<file path="src/rtl/traffic_sensor_cond.sv">
// traffic_sensor_cond
//    Conditions the raw north/south vehicle-detector inputs for the adaptive
//    traffic controller. Each channel is synchronized, debounced on a slow
//    sample tick, and its debounced rising edges are counted as arrivals.
//    Arrivals are counted over a fixed observation window. At each window end
//    the per-approach arrival count and congestion flag are published.
//
// Ports
//    clk           system clock
//    reset_n       asynchronous reset, active-low
//    raw_north     raw north detector (asynchronous, 1 = vehicle present)
//    raw_south     raw south detector (asynchronous, 1 = vehicle present)
//    sensor_north  north congested, updated at window end
//    sensor_south  south congested, updated at window end
//    count_north   north arrivals in last completed window (saturating)
//    count_south   south arrivals in last completed window (saturating)
//    window_done   one-clk pulse the cycle after a window closes

module traffic_sensor_cond #(
   parameter int TICK_DIV     = 50_000,
   parameter int DEB_TICKS    = 20,
   parameter int WINDOW_TICKS = 10_000,
   parameter int THRESH       = 4,
   parameter int CNT_W        = 8
) (
   input  logic             clk,
   input  logic             reset_n,
   input  logic             raw_north,
   input  logic             raw_south,
   output logic             sensor_north,
   output logic             sensor_south,
   output logic [CNT_W-1:0] count_north,
   output logic [CNT_W-1:0] count_south,
   output logic             window_done
);

   localparam int PW = $clog2(TICK_DIV + 1);
   localparam int SW = $clog2(DEB_TICKS + 1);
   localparam int WW = $clog2(WINDOW_TICKS + 1);

   localparam logic [PW-1:0]    PRE_LAST = PW'(TICK_DIV - 1);
   localparam logic [SW-1:0]    DEB_LAST = SW'(DEB_TICKS - 1);
   localparam logic [WW-1:0]    WIN_LAST = WW'(WINDOW_TICKS - 1);
   localparam logic [CNT_W-1:0] CNT_MAX  = '1;
   localparam int unsigned      THRESH_U = THRESH;

   typedef enum logic {COUNT, CLOSE} state_t;

   // Channel index 0 = north, 1 = south throughout.
   logic [1:0]       raw_vec;
   logic [1:0]       sync1;
   logic [1:0]       sync2;
   logic [1:0]       deb;
   logic [SW-1:0]    stab [2];
   logic [CNT_W-1:0] run  [2];
   logic [CNT_W-1:0] final_cnt [2];
   logic [1:0]       arrival;
   logic [PW-1:0]    prescale;
   logic             tick;
   logic [WW-1:0]    win_cnt;
   state_t           state;

   assign raw_vec = {raw_south, raw_north};
   assign tick    = (prescale == PRE_LAST);

   // Two-flop synchronizer; only sync2 is used downstream.
   always_ff @(posedge clk or negedge reset_n) begin
      if (!reset_n) begin
         sync1 <= '0;
         sync2 <= '0;
      end else begin
         sync1 <= raw_vec;
         sync2 <= sync1;
      end
   end

   // Sample-tick prescaler.
   always_ff @(posedge clk or negedge reset_n) begin
      if (!reset_n) begin
         prescale <= '0;
      end else if (tick) begin
         prescale <= '0;
      end else begin
         prescale <= prescale + PW'(1);
      end
   end

   // The arrival strobe is decoded from the state that is about to flip the
   // debounced level high, so it sits on the tick cycle itself and a rise
   // accepted on the closing tick still belongs to the closing window.
   always_comb begin
      for (int ch = 0; ch < 2; ch++) begin
         arrival[ch]   = tick && sync2[ch] && !deb[ch] && (stab[ch] == DEB_LAST);
         final_cnt[ch] = (arrival[ch] && (run[ch] != CNT_MAX)) ?
                         run[ch] + CNT_W'(1) : run[ch];
      end
   end

   // Debouncer: a changed level must persist for DEB_TICKS consecutive ticks.
   always_ff @(posedge clk or negedge reset_n) begin
      if (!reset_n) begin
         deb <= '0;
         for (int ch = 0; ch < 2; ch++) begin
            stab[ch] <= '0;
         end
      end else if (tick) begin
         for (int ch = 0; ch < 2; ch++) begin
            if (sync2[ch] != deb[ch]) begin
               if (stab[ch] == DEB_LAST) begin
                  deb[ch]  <= sync2[ch];
                  stab[ch] <= '0;
               end else begin
                  stab[ch] <= stab[ch] + SW'(1);
               end
            end else begin
               stab[ch] <= '0;
            end
         end
      end
   end

   // Window FSM: accumulate arrivals in COUNT, publish on the closing tick,
   // and spend one clk in CLOSE to raise window_done.
   always_ff @(posedge clk or negedge reset_n) begin
      if (!reset_n) begin
         state        <= COUNT;
         win_cnt      <= '0;
         run[0]       <= '0;
         run[1]       <= '0;
         count_north  <= '0;
         count_south  <= '0;
         sensor_north <= 1'b0;
         sensor_south <= 1'b0;
         window_done  <= 1'b0;
      end else begin
         window_done <= 1'b0;
         if (state == CLOSE) begin
            state <= COUNT;
         end
         if (tick) begin
            if (win_cnt == WIN_LAST) begin
               state        <= CLOSE;
               window_done  <= 1'b1;
               win_cnt      <= '0;
               run[0]       <= '0;
               run[1]       <= '0;
               count_north  <= final_cnt[0];
               count_south  <= final_cnt[1];
               sensor_north <= (32'(final_cnt[0]) >= THRESH_U);
               sensor_south <= (32'(final_cnt[1]) >= THRESH_U);
            end else begin
               win_cnt <= win_cnt + WW'(1);
               run[0]  <= final_cnt[0];
               run[1]  <= final_cnt[1];
            end
         end
      end
   end

endmodule

</file>
<file path="config.mk">
export PLATFORM = sky130hd
export DESIGN_NAME = traffic_sensor_cond
export DESIGN_NICKNAME = d
export VERILOG_FILES = /design/src/rtl/traffic_sensor_cond.sv
export SDC_FILE = /design/constraint.sdc
export NUM_CORES = 1
export LEC_CHECK = 0
export CELL_PAD_IN_SITES_DETAIL_PLACEMENT = 1
export CELL_PAD_IN_SITES_GLOBAL_PLACEMENT = 2
export CORE_UTILIZATION = 35
export CTS_CLUSTER_DIAMETER = 30
export DETAILED_ROUTE_END_ITERATION = 7
export PLACE_DENSITY = 0.72
export SLEW_MARGIN = 5
export SYNTH_ARGS = -nofsm -noshare
export SYNTH_HDL_FRONTEND = slang
export SYNTH_SLANG_ARGS = --single-unit
</file>
<file path="constraint.sdc">
create_clock -name clk -period 2.4 [get_ports clk]
set_input_delay 0.48 -clock clk [delete_from_list [all_inputs] [get_ports clk]]
set_output_delay 0.48 -clock clk [all_outputs]
set_load 0.02 [all_outputs]
</file>
==> flow_metrics.tcl, run 1 <==
set metrics [dict create \
    cts-resized-gates 0 \
    setup_viol_count_final 0 \
    routed-via-count 3214 \
    comb_power_share 0.017 \
    leakagePower_nw 2.07 \
    p_sw_mw 0.591 \
    ys_seq_elements 81 \
    ios 23 \
    synthesis.nets 435 \
    crit_type "flop to flop" \
    dr.pass1.iters 4 \
    rsz0062_at_grt "no" \
    irDropWorstVdd_mv 0.290 \
    tightest_slew_ns 0.590 \
    dp.cells 590 \
    final_max_slew_viol_count 0 \
    p_seq_frac 0.509 \
    switching_share 0.219 \
    syn_area_per_cell_um2 9.62 \
    power_mw 2.70 \
    rows 39 \
    min_path_type "input port to async pin" \
    wl_mm 9.75 \
    synthAdderAreaFrac 0.0184 \
    clkSinkCount 81 \
    status "complete, no violations" \
    ctsRootBufferMaster "clkbuf_16" \
    clk_pin_slew_ns 0.06 \
    synth_top_area_frac 0.496 \
    crit_path_end_kind "flop" \
    post_cts_buffers 0 \
    clk_latency_ns 0.34 \
    synthDistinctLibCells 54 \
    htree_levels 3 \
    ys.warnings.count 0 \
    initial_core_util 0.358 \
    place_congestion 0.775 \
    ys_top_cells_by_area "dfrtp_1 (50%), o21ai_0 (6.2%), nand2_1 (5.2%)" \
    timing.fmax_ghz 0.453 \
    start_kind "flop" \
    synth_area_um2 4090 \
    period_share 0.919 \
    finalCriticalPeriod_ns 2.21 \
    powerDensity_nw_per_um2 556 \
    clk_path_buf_depth 2 \
    synth_edf_count 0 \
    grt_max_degree 36 \
    hold_viol 0 \
    grt_overflow 0 \
    route.detailed.drc 0 \
    cts_buffers 9 \
    final_antenna_net_count 0 \
    synth_top_family_by_area "simple AND/OR/NAND/NOR gates" \
    cp_data_required_time_ns 2.67 \
    drtIter0Drc 81 \
    io_buffers 22 \
    clock_skew_ns 0.00480 \
    worstPathArrival_ns 2.47 \
    syn_inst 425 \
    synth-simple-area-share 0.235 \
    grt_pass1_wl_mm 16.4 \
    synth_xor_area_frac 0.0793 \
    diodes 0 \
    area_growth_syn_to_layout_pct 18.6 \
    cts_tree "built" \
    antenna_found_initial 0 \
    yosys.area.top_type "dfrtp_1" \
    relSlewSlack 0.603 \
    path_max_fanout 20 \
    instances_no_fill 606 \
    max_cap_violations 0 \
    die_area_um2 12100 \
    fin_tns_setup_ns 0 \
    wl_per_cell_um 16.1 \
    power.internal_mw 2.11 \
    die_width_um 110 \
    via_per_inst 5.30 \
    muxShareOfSynthArea 0.0126 \
    grt_pass1_vias 3203 \
    fin_nets 468 \
    clkPwrFrac 0.475 \
    fill_cells 1337 \
    dieHeight_um 110 \
    track_usage 0.178 \
    drive_gt1_frac 0.104 \
    dp_hpwl_mm 7.04 \
    core_area_um2 11400 \
    ys.flop_type "dfrtp_1" \
    hold_buffers 0 \
    synthArstFlopShare 1.00 \
    synth_compound_area_frac 0.134 \
    seq_area_frac_synth 0.496 \
]
-- sequential cells by signal, indices dropped and copies added, names as in the netlist, 2 cells and up --
register,flops
count_north,8
count_south,8
deb,2
prescale,16
run,16
stab,10
sync1,2
sync2,2
win_cnt,14
-- through the flow --
stage / util / hold slack (ns) / setup WS [ns] / instance area (µm²)
after floorplan: - / 0.184 / 0.334 / 4090
after global placement: 0.401 / 0.338 / 0.267 / 4570
after detailed placement: 0.401 / 0.336 / 0.220 / 4570
after CTS: 0.425 / 0.109 / 0.203 / 4850
after global routing: 0.425 / 0.125 / 0.0301 / 4850
final: 0.425 / 0.0964 / 0.194 / 4850
-- Yosys cell counts, types with 3 or more instances --
master	n
mux2i_1	4
xor2_1	17
nor2_1	29
dfrtp_1	81
and4bb_2	4
and3_1	10
o31ai_1	8
inv_1	6
clkbuf_1	16
o21ai_0	51
nand4_1	6
nor2b_1	3
and4_1	3
nor4_1	7
nand2_1	57
ha_1	6
nand2b_1	5
a21oi_1	5
and2_1	4
nor3_1	6
xnor2_1	20
a22o_1	4
a31oi_1	6
nand3_1	30
-- layout make-up --
| type | count | area (µm²) | area share |
|---|---|---|---|
| clock buffers | 11 | 243 | 0.0501 |
| repair buffers | 41 | 385 | 0.0795 |
| inverters | 6 | 22.5 | 0.00465 |
| flip-flops and latches | 81 | 2030 | 0.418 |
| clock inverters | 5 | 31.3 | 0.00645 |
| multi-input cells | 319 | 1960 | 0.404 |
| well taps | 143 | 179 | 0.0369 |
-- cells by family after synthesis --
group / count (synthesis)
and+or+nand+nor: 181
AOI/OAI and AO/OA: 90
DFF: 81
xor gates and xnor gates: 37
buffers and inverters: 25
adders and majority gates: 6
muxes: 5
-- metal layers --
layer	vias to the layer above	track usage	wire [µm]
met2	35	0.270	4400
met4	0	0.0629	144
met5	-	0	0
met1	1583	0.250	4980
li1	1587	-	-
met3	9	0.0353	222
-- path summary, 6_finish.rpt --
| kind | startpoint | end | cells past startpoint | slack [ns] |
|---|---|---|---|---|
| min reg2reg | sync1[0] | sync2[0] | 0 | 0.35 |
| max reg2reg | prescale[0] | win_cnt[13] | 7 | 0.19 |
| max | prescale[0] | win_cnt[13] | 7 | 0.19 |
| min in group clk | sync1[0] | sync2[0] | 0 | 0.35 |
| min | reset_n | count_north[1] | 1 | 0.1 |
| max in group asynchronous | reset_n | stab[8] | 2 | 1.71 |
-- power by group through the flow --
stage	Sequential (mW)	Clock [mW]	Combinational [mW]
2_1_floorplan	1.40	0	0.00654
3_3_place_gp	1.40	0	0.0480
3_5_place_dp	1.40	0	0.0487
4_1_cts	1.37	1.33	0.0489
5_1_grt	1.37	1.39	0.0540
6_report	1.37	1.28	0.0452
-- worst max-delay path: stages, from the launching register on --
cell	delay [ns]
dfrtp_1	0.38
ha_1	0.21
and3_1	0.28
and4_1	0.29
buf_12	0.17
nand4_1	0.24
or3_1	0.41
a21oi_1	0.14
-- placed cells by master, fill, tap and decap left out, types with 2 or more instances in the layout --
master | synthesis | layout
and4_1 | 3 | 3
and2_1 | 4 | 4
nor2_1 | 29 | 29
a21oi_1 | 5 | 5
mux2i_1 | 4 | 4
buf_12 | 0 | 2
clkdlybuf4s50_1 | 0 | 21
o211a_1 | 2 | 2
clkbuf_16 | 0 | 9
nand2_1 | 57 | 57
o21ai_0 | 51 | 51
xnor2_1 | 20 | 20
nor2b_1 | 3 | 3
a31oi_1 | 6 | 6
nand4_1 | 6 | 6
and3_1 | 10 | 10
nor4_1 | 7 | 7
or4_1 | 2 | 2
xor2_1 | 17 | 17
nor3b_1 | 2 | 2
nand3_1 | 30 | 30
o2111ai_1 | 2 | 2
o211ai_1 | 2 | 2
inv_1 | 6 | 6
or3_1 | 2 | 2
ha_1 | 6 | 6
a22o_1 | 4 | 4
o31ai_1 | 8 | 8
buf_4 | 1 | 18
dfrtp_1 | 81 | 81
and4bb_2 | 4 | 4
clkinv_2 | 0 | 3
nor3_1 | 6 | 6
nand2b_1 | 5 | 5
(Power assumes the default switching activity.)
==> inputs of run 2 (changes only) <==
clock period = 2.35 ns   (was 2.4 ns; I/O delays follow)
==> run 2 against run 1 <==
Clock-buffer cell count is 3 higher. Global-route usage is 0.64 points higher. Cell count is 0.66% higher. Via count is 1.5% higher. Combinational power hardly changed. Maximum frequency is 0.65% lower. Sequential share of layout area is 0.30 points lower. Die area stayed put. Final area is 0.72% higher. Critical endpoint unchanged. Highest routed layer unchanged.
==> flow_metrics.tcl, run 2 (synthesis gave the netlist of run 1 again) <==
set metrics [dict create \
    status "complete, no violations" \
    power.internal_mw 2.17 \
    p_seq_frac 0.513 \
    cts_buffers 9 \
    grt_pass1_vias 3350 \
    ff2ff_path_depth 7 \
    htree_levels 3 \
    wl_per_cell_um 16.5 \
    rows 39 \
    most-common-layout-cells "dfrtp_1 (81), nand2_1 (57), o21ai_0 (51)" \
    clkSinkCount 81 \
    finalCriticalPeriod_ns 2.22 \
    ctsRootBufferMaster "clkbuf_16" \
    p_sw_mw 0.557 \
    comb_power_share 0.017 \
    relSlewSlack 0.558 \
    ios 23 \
    setup_viol_count_final 0 \
    leakagePower_nw 2.10 \
    fill_cells 1299 \
    wl_mm 10.0 \
    multiInputGateArea_um2 1960 \
    die_area_um2 12100 \
    grt_overflow 0 \
    worst-r2r-setup-slack_ns 0.13 \
    irDropWorstVdd_mv 0.325 \
    clk_latency_ns 0.33 \
    min_path_type "input port to async pin" \
    reg_top3 "prescale (16), run (16), win_cnt (14)" \
    clk_pin_slew_ns 0.06 \
    cp_data_required_time_ns 2.61 \
    reg2reg_to "win_cnt[13]" \
    cp-endpoint "win_cnt[13]" \
    worstPathArrival_ns 2.48 \
    core_area_um2 11400 \
    final_antenna_net_count 0 \
    via_per_inst 5.35 \
    switching_share 0.204 \
    period_share 0.945 \
    die_width_um 110 \
    startpoint "prescale[0]" \
    track_usage 0.184 \
    hold_buffers 0 \
    dieHeight_um 110 \
    max_cap_violations 0 \
    hold_viol 0 \
    hold_ws_ns 0.0679 \
    powerDensity_nw_per_um2 559 \
    routed-via-count 3263 \
    clock_skew_ns 0.00432 \
    clkPwrFrac 0.470 \
    dp_hpwl_mm 7.32 \
    crit_type "flop to flop" \
    cts-resized-gates 0 \
    timing.fmax_ghz 0.450 \
    crit_slowest_cell "or3_1" \
    post_cts_buffers 0 \
    fin_nets 474 \
    path_max_fanout 9 \
    area_growth_syn_to_layout_pct 19.5 \
    final_common_cell "dfrtp_1" \
    reg2reg_from "prescale[0]" \
    dr.pass1.iters 4 \
    final_max_slew_viol_count 0 \
    regArea_um2 2030 \
    max_stage_delay_ns 0.44 \
    antenna_found_initial 0 \
    tightest_slew_ns 0.657 \
    place_congestion 0.769 \
    rsz0062_at_grt "no" \
    grt_max_degree 34 \
    drive_gt1_frac 0.107 \
    cts_tree "built" \
    route.detailed.drc 0 \
    initial_core_util 0.358 \
    grt_pass1_wl_mm 16.9 \
    start_kind "flop" \
    drtIter0Drc 141 \
    crit_path_cell_trace "ha_1 > and3_1 > and4_1 > buf_4 > nand4_1 > or3_1 > a21oi_1" \
    clk_path_buf_depth 2 \
    fin_tns_setup_ns 0 \
    io_buffers 22 \
    diodes 0 \
    crit_path_end_kind "flop" \
]
[run 2: changes by cell type in the layout (fill, tap and decap cells not counted), sizes merged]
cell      before  now
buf           20   26
clkbuf        11   14
clkinv         4    0
clkinvlp       1    0
[run 2: cell type report]
| type | instances | share of cell area |
|---|---|---|
| Timing Repair Buffer | 47 | 0.0882 |
| Clock buffer | 14 | 0.0541 |
| Multi-Input combinational cell | 319 | 0.401 |
| Inverter | 6 | 0.00461 |
| Sequential cell | 81 | 0.415 |
| Tap cell | 143 | 0.0366 |
[run 2: worst min-delay path by stage]
| stage | depth (start not counted) | endpoint | start | slack (ns) |
|---|---|---|---|---|
| 3_3_place_gp | 0 | sync2[0] | sync1[0] | 0.34 |
| 2_1_floorplan | 0 | count_north[0] | reset_n | 0.17 |
| 4_1_cts | 1 | run[8] | reset_n | 0.08 |
| 5_1_grt | 1 | count_north[3] | reset_n | 0.1 |
| 6_report | 1 | run[9] | reset_n | 0.07 |
| 3_5_place_dp | 0 | sync2[1] | sync1[1] | 0.34 |
[run 2: per-layer routing]
layer  track usage  vias to the layer above  share of wire
met2         0.289                       34           0.45
met5             0                        -              0
met4        0.0743                        0          0.015
met3        0.0306                       12          0.021
met1         0.252                     1617           0.51
li1              -                     1600              -
[run 2: worst max-delay path, delay by kind of cell, from the launching register on]
family	cells	cell delay [ns]
buf+inv	1	0.19
compound gates	1	0.14
simple gates	4	1.23
fa+ha+maj	1	0.20
flops	1	0.37
[run 2: stage by stage]
step	area, µm²	setup slack [ns]	util	total power, mW	std cells
3_3_place_gp	4620	0.213	0.404	1.47	596
5_1_grt	4880	0.0303	0.428	2.85	610
3_5_place_dp	4620	0.170	0.404	1.48	596
6_report	4880	0.130	0.428	2.73	610
2_1_floorplan	4090	0.284	-	1.43	425
4_1_cts	4880	0.148	0.428	2.78	610
[run 2: power by group through the flow]
stage	clock network [mW]	registers (mW)	logic, mW
after global routing	1.40	1.40	0.0539
final	1.28	1.40	0.0455
after detailed placement	0	1.43	0.0487
after global placement	0	1.43	0.0483
after floorplan	0	1.43	0.00668
after CTS	1.33	1.40	0.0488
==> RTL edit: new RTL, settings of run 1 <==
Set the parameter `TICK_DIV` to 200_000 (it was 50_000).
--- a/src/rtl/traffic_sensor_cond.sv
+++ b/src/rtl/traffic_sensor_cond.sv
@@ -17,7 +17,7 @@
 //    window_done   one-clk pulse the cycle after a window closes
 
 module traffic_sensor_cond #(
-   parameter int TICK_DIV     = 50_000,
+   parameter int TICK_DIV     = 200_000,
    parameter int DEB_TICKS    = 20,
    parameter int WINDOW_TICKS = 10_000,
    parameter int THRESH       = 4,
Check against the original RTL: no difference found for any inputs over 10 cycles, from zero or initial values and one cycle with reset_n low; that may be too few to reach the edited logic, so the function may still have changed.
==> RTL edit against run 1 <==
  * The run now ends with design-rule violations left
  * Synthesized cell count grew 0.47%
  * Worst setup slack got worse by 0.038 ns
  * Sequential share of layout area is 0.63 points lower
  * Non-clock buffer count rose by 4
  * Routed wire length rose by 3.9%
  * Area after synthesis is 3.4% higher
  * Count of clock-buffer cells in the layout grew 1
  * Cell area is 4.0% higher
  * Sequential cell count up 2
  * Final cell count is 0.99% higher
  * Total power increased by 7.8%
  * First-iteration DRC count increased by 74%
  * Highest routed layer unchanged
==> RTL edit: results (changes against run 1) <==
\begin{tabular}{lr}
\hline
Metric & Value \\
\hline
\multicolumn{2}{l}{\textbf{Synthesis}} \\
\quad Fraction of synthesized cell area taken by the top area cell type & 49.17\% (-0.43 points) \\
\quad Count of mapped cells out of synthesis & 427 (+0.47\%) \\
\quad List of most frequent post-synthesis cells & 83 x sky130\_fd\_sc\_hd\_\_dfrtp\_1, 72 x sky130\_fd\_sc\_hd\_\_nand2\_1, 51 x sky130\_fd\_sc\_hd\_\_o21ai\_0, 26 x sky130\_fd\_sc\_hd\_\_xnor2\_1 \\
\quad Library cells used by synthesis & 57 (+5.6\%) \\
\multicolumn{2}{l}{\textbf{Status}} \\
\quad Status & finished, violations left \\
\quad Failing checks & design-rule violations \\
\multicolumn{2}{l}{\textbf{GRT}} \\
\quad Maximum number of pins on one net before global-route repair & 51 (+42\%) \\
\quad Via count of the first global-routing pass & 3359 (+4.9\%) \\
\quad First-pass GRT wire length & 17.53 mm (+6.9\%) \\
\quad Global Route Usage Sum & 18.01\% (+0.23 points) \\
\multicolumn{2}{l}{\textbf{Placement}} \\
\quad Pre-CTS setup slack & 0.08633 ns (-0.1332 ns) \\
\quad HPWL after detailed placement & 7.250 mm (+3.0\%) \\
\quad Instance count after placement with tap cells included & 596 (+1.0\%) \\
\multicolumn{2}{l}{\textbf{Power}} \\
\quad Maximum vdd ir drop & 0.0002694 V (-7.0\%) \\
\quad Internal Dissipation & 2.301 mW (+9.3\%) \\
\multicolumn{2}{l}{\textbf{Critical path}} \\
\quad Worst Path Max Fanout & 8 (-60\%) \\
\multicolumn{2}{l}{\textbf{Final layout}} \\
\quad Post-layout instance count excluding filler cells & 612 (+0.99\%) \\
\quad Top Registers & prescale x18, run x16, win\_cnt x14 \\
\quad Share of final-layout standard cells stronger than drive strength 1 & 13.65\% (+3.3 points) \\
\quad Net count, final & 474 (+1.3\%) \\
\multicolumn{2}{l}{\textbf{Route}} \\
\quad Drt initial violations & 141 (+74\%) \\
\quad Number of detailed-route iterations in the first pass & 6 (+2) \\
\quad Detailed-route via count & 3216 (+0.062\%) \\
\quad \# DRC & 7 (+7) \\
\multicolumn{2}{l}{\textbf{STA}} \\
\quad Headroom to the max-slew limit & 56.94\% (-3.4 points) \\
\quad Setup skew after layout & 0.006111 ns (+0.001314 ns) \\
\hline
\end{tabular}
-- RTL edit: cell count changes in the layout (fill, tap and decap cells not counted), sizes merged, moves of 4 or more --
| cell | change |
|---|---|
| buf | +4 |
| xnor2 | +6 |
| nor3 | +4 |
| xor2 | -4 |
| nand2 | +15 |
| nor2 | -7 |
| a22o | -4 |
| nand3 | -7 |
-- RTL edit: logic make-up (layout without fill, tap and decap cells) --
| kind of cell | count (synthesis) | in the layout | share of synthesized area, % |
|---|---|---|---|
| buffers and inverters | 25 | 67 | 2.873 |
| AND/OR/NAND/NOR | 185 | 185 | 25.00 |
| flip-flops | 83 | 83 | 49.17 |
| adder cells (fa/ha/maj) | 6 | 6 | 1.777 |
| multiplexers | 7 | 7 | 1.718 |
| AO/OA/AOI/OAI | 82 | 82 | 11.37 |
| XOR/XNOR | 39 | 39 | 8.087 |
-- RTL edit: path summary, 6_finish.rpt --
kind / from / to / slack [ns] / cells past startpoint
min: reset_n / window_done / 0.08 / 1
max reg2reg: run[8] / run[12] / 0.16 / 8
min in group clk: sync1[1] / sync2[1] / 0.35 / 0
max: run[8] / run[12] / 0.16 / 8
min reg2reg: sync1[1] / sync2[1] / 0.35 / 0
max in group asynchronous: reset_n / stab[6] / 1.68 / 2
-- RTL edit: cell type report --
| cell class | count | area (sq um) |
|---|---|---|
| clock buffers | 12 | 266.5 |
| clock inverters | 4 | 47.55 |
| fillers | 1323 | 6523 |
| inverters | 6 | 22.52 |
| multi-input cells | 319 | 2034 |
| flip-flops and latches | 83 | 2077 |
| well taps | 143 | 178.9 |
| repair buffers | 45 | 415.4 |
-- RTL edit: power groups by stage --
stage | combinational (mW) | clock [mW] | sequential, mW
after floorplan | 0.00663 | 0 | 1.43
after global placement | 0.0462 | 0 | 1.43
after detailed placement | 0.0470 | 0 | 1.43
after CTS | 0.0473 | 1.51 | 1.40
after global routing | 0.0515 | 1.54 | 1.40
final | 0.0440 | 1.46 | 1.40
-- RTL edit: worst max-delay path: cells and delay by family, from the launching register on --
kind | cells | cell delay [ns]
and+or+nand+nor | 4 | 1.05
DFF | 1 | 0.42
adders and majority gates | 1 | 0.26
AOI/OAI and AO/OA | 2 | 0.24
buffers and inverters | 1 | 0.15
-- RTL edit: routing by layer --
layer	part of all wire, %	vias up	wire, um	global-route usage (%)
li1	-	1583	-	-
met1	47	1586	4725	22.49
met2	49	36	4974	30.56
met3	2.4	11	246	3.103
met4	1.9	0	188	7.838
met5	0	-	0	0
-- RTL edit: per-stage QoR --
step	power, mW	cell area, sq um
after global routing	2.999	5042
after floorplan	1.437	4224
final	2.907	5042
after global placement	1.476	4720
after CTS	2.960	5034
after detailed placement	1.477	4720
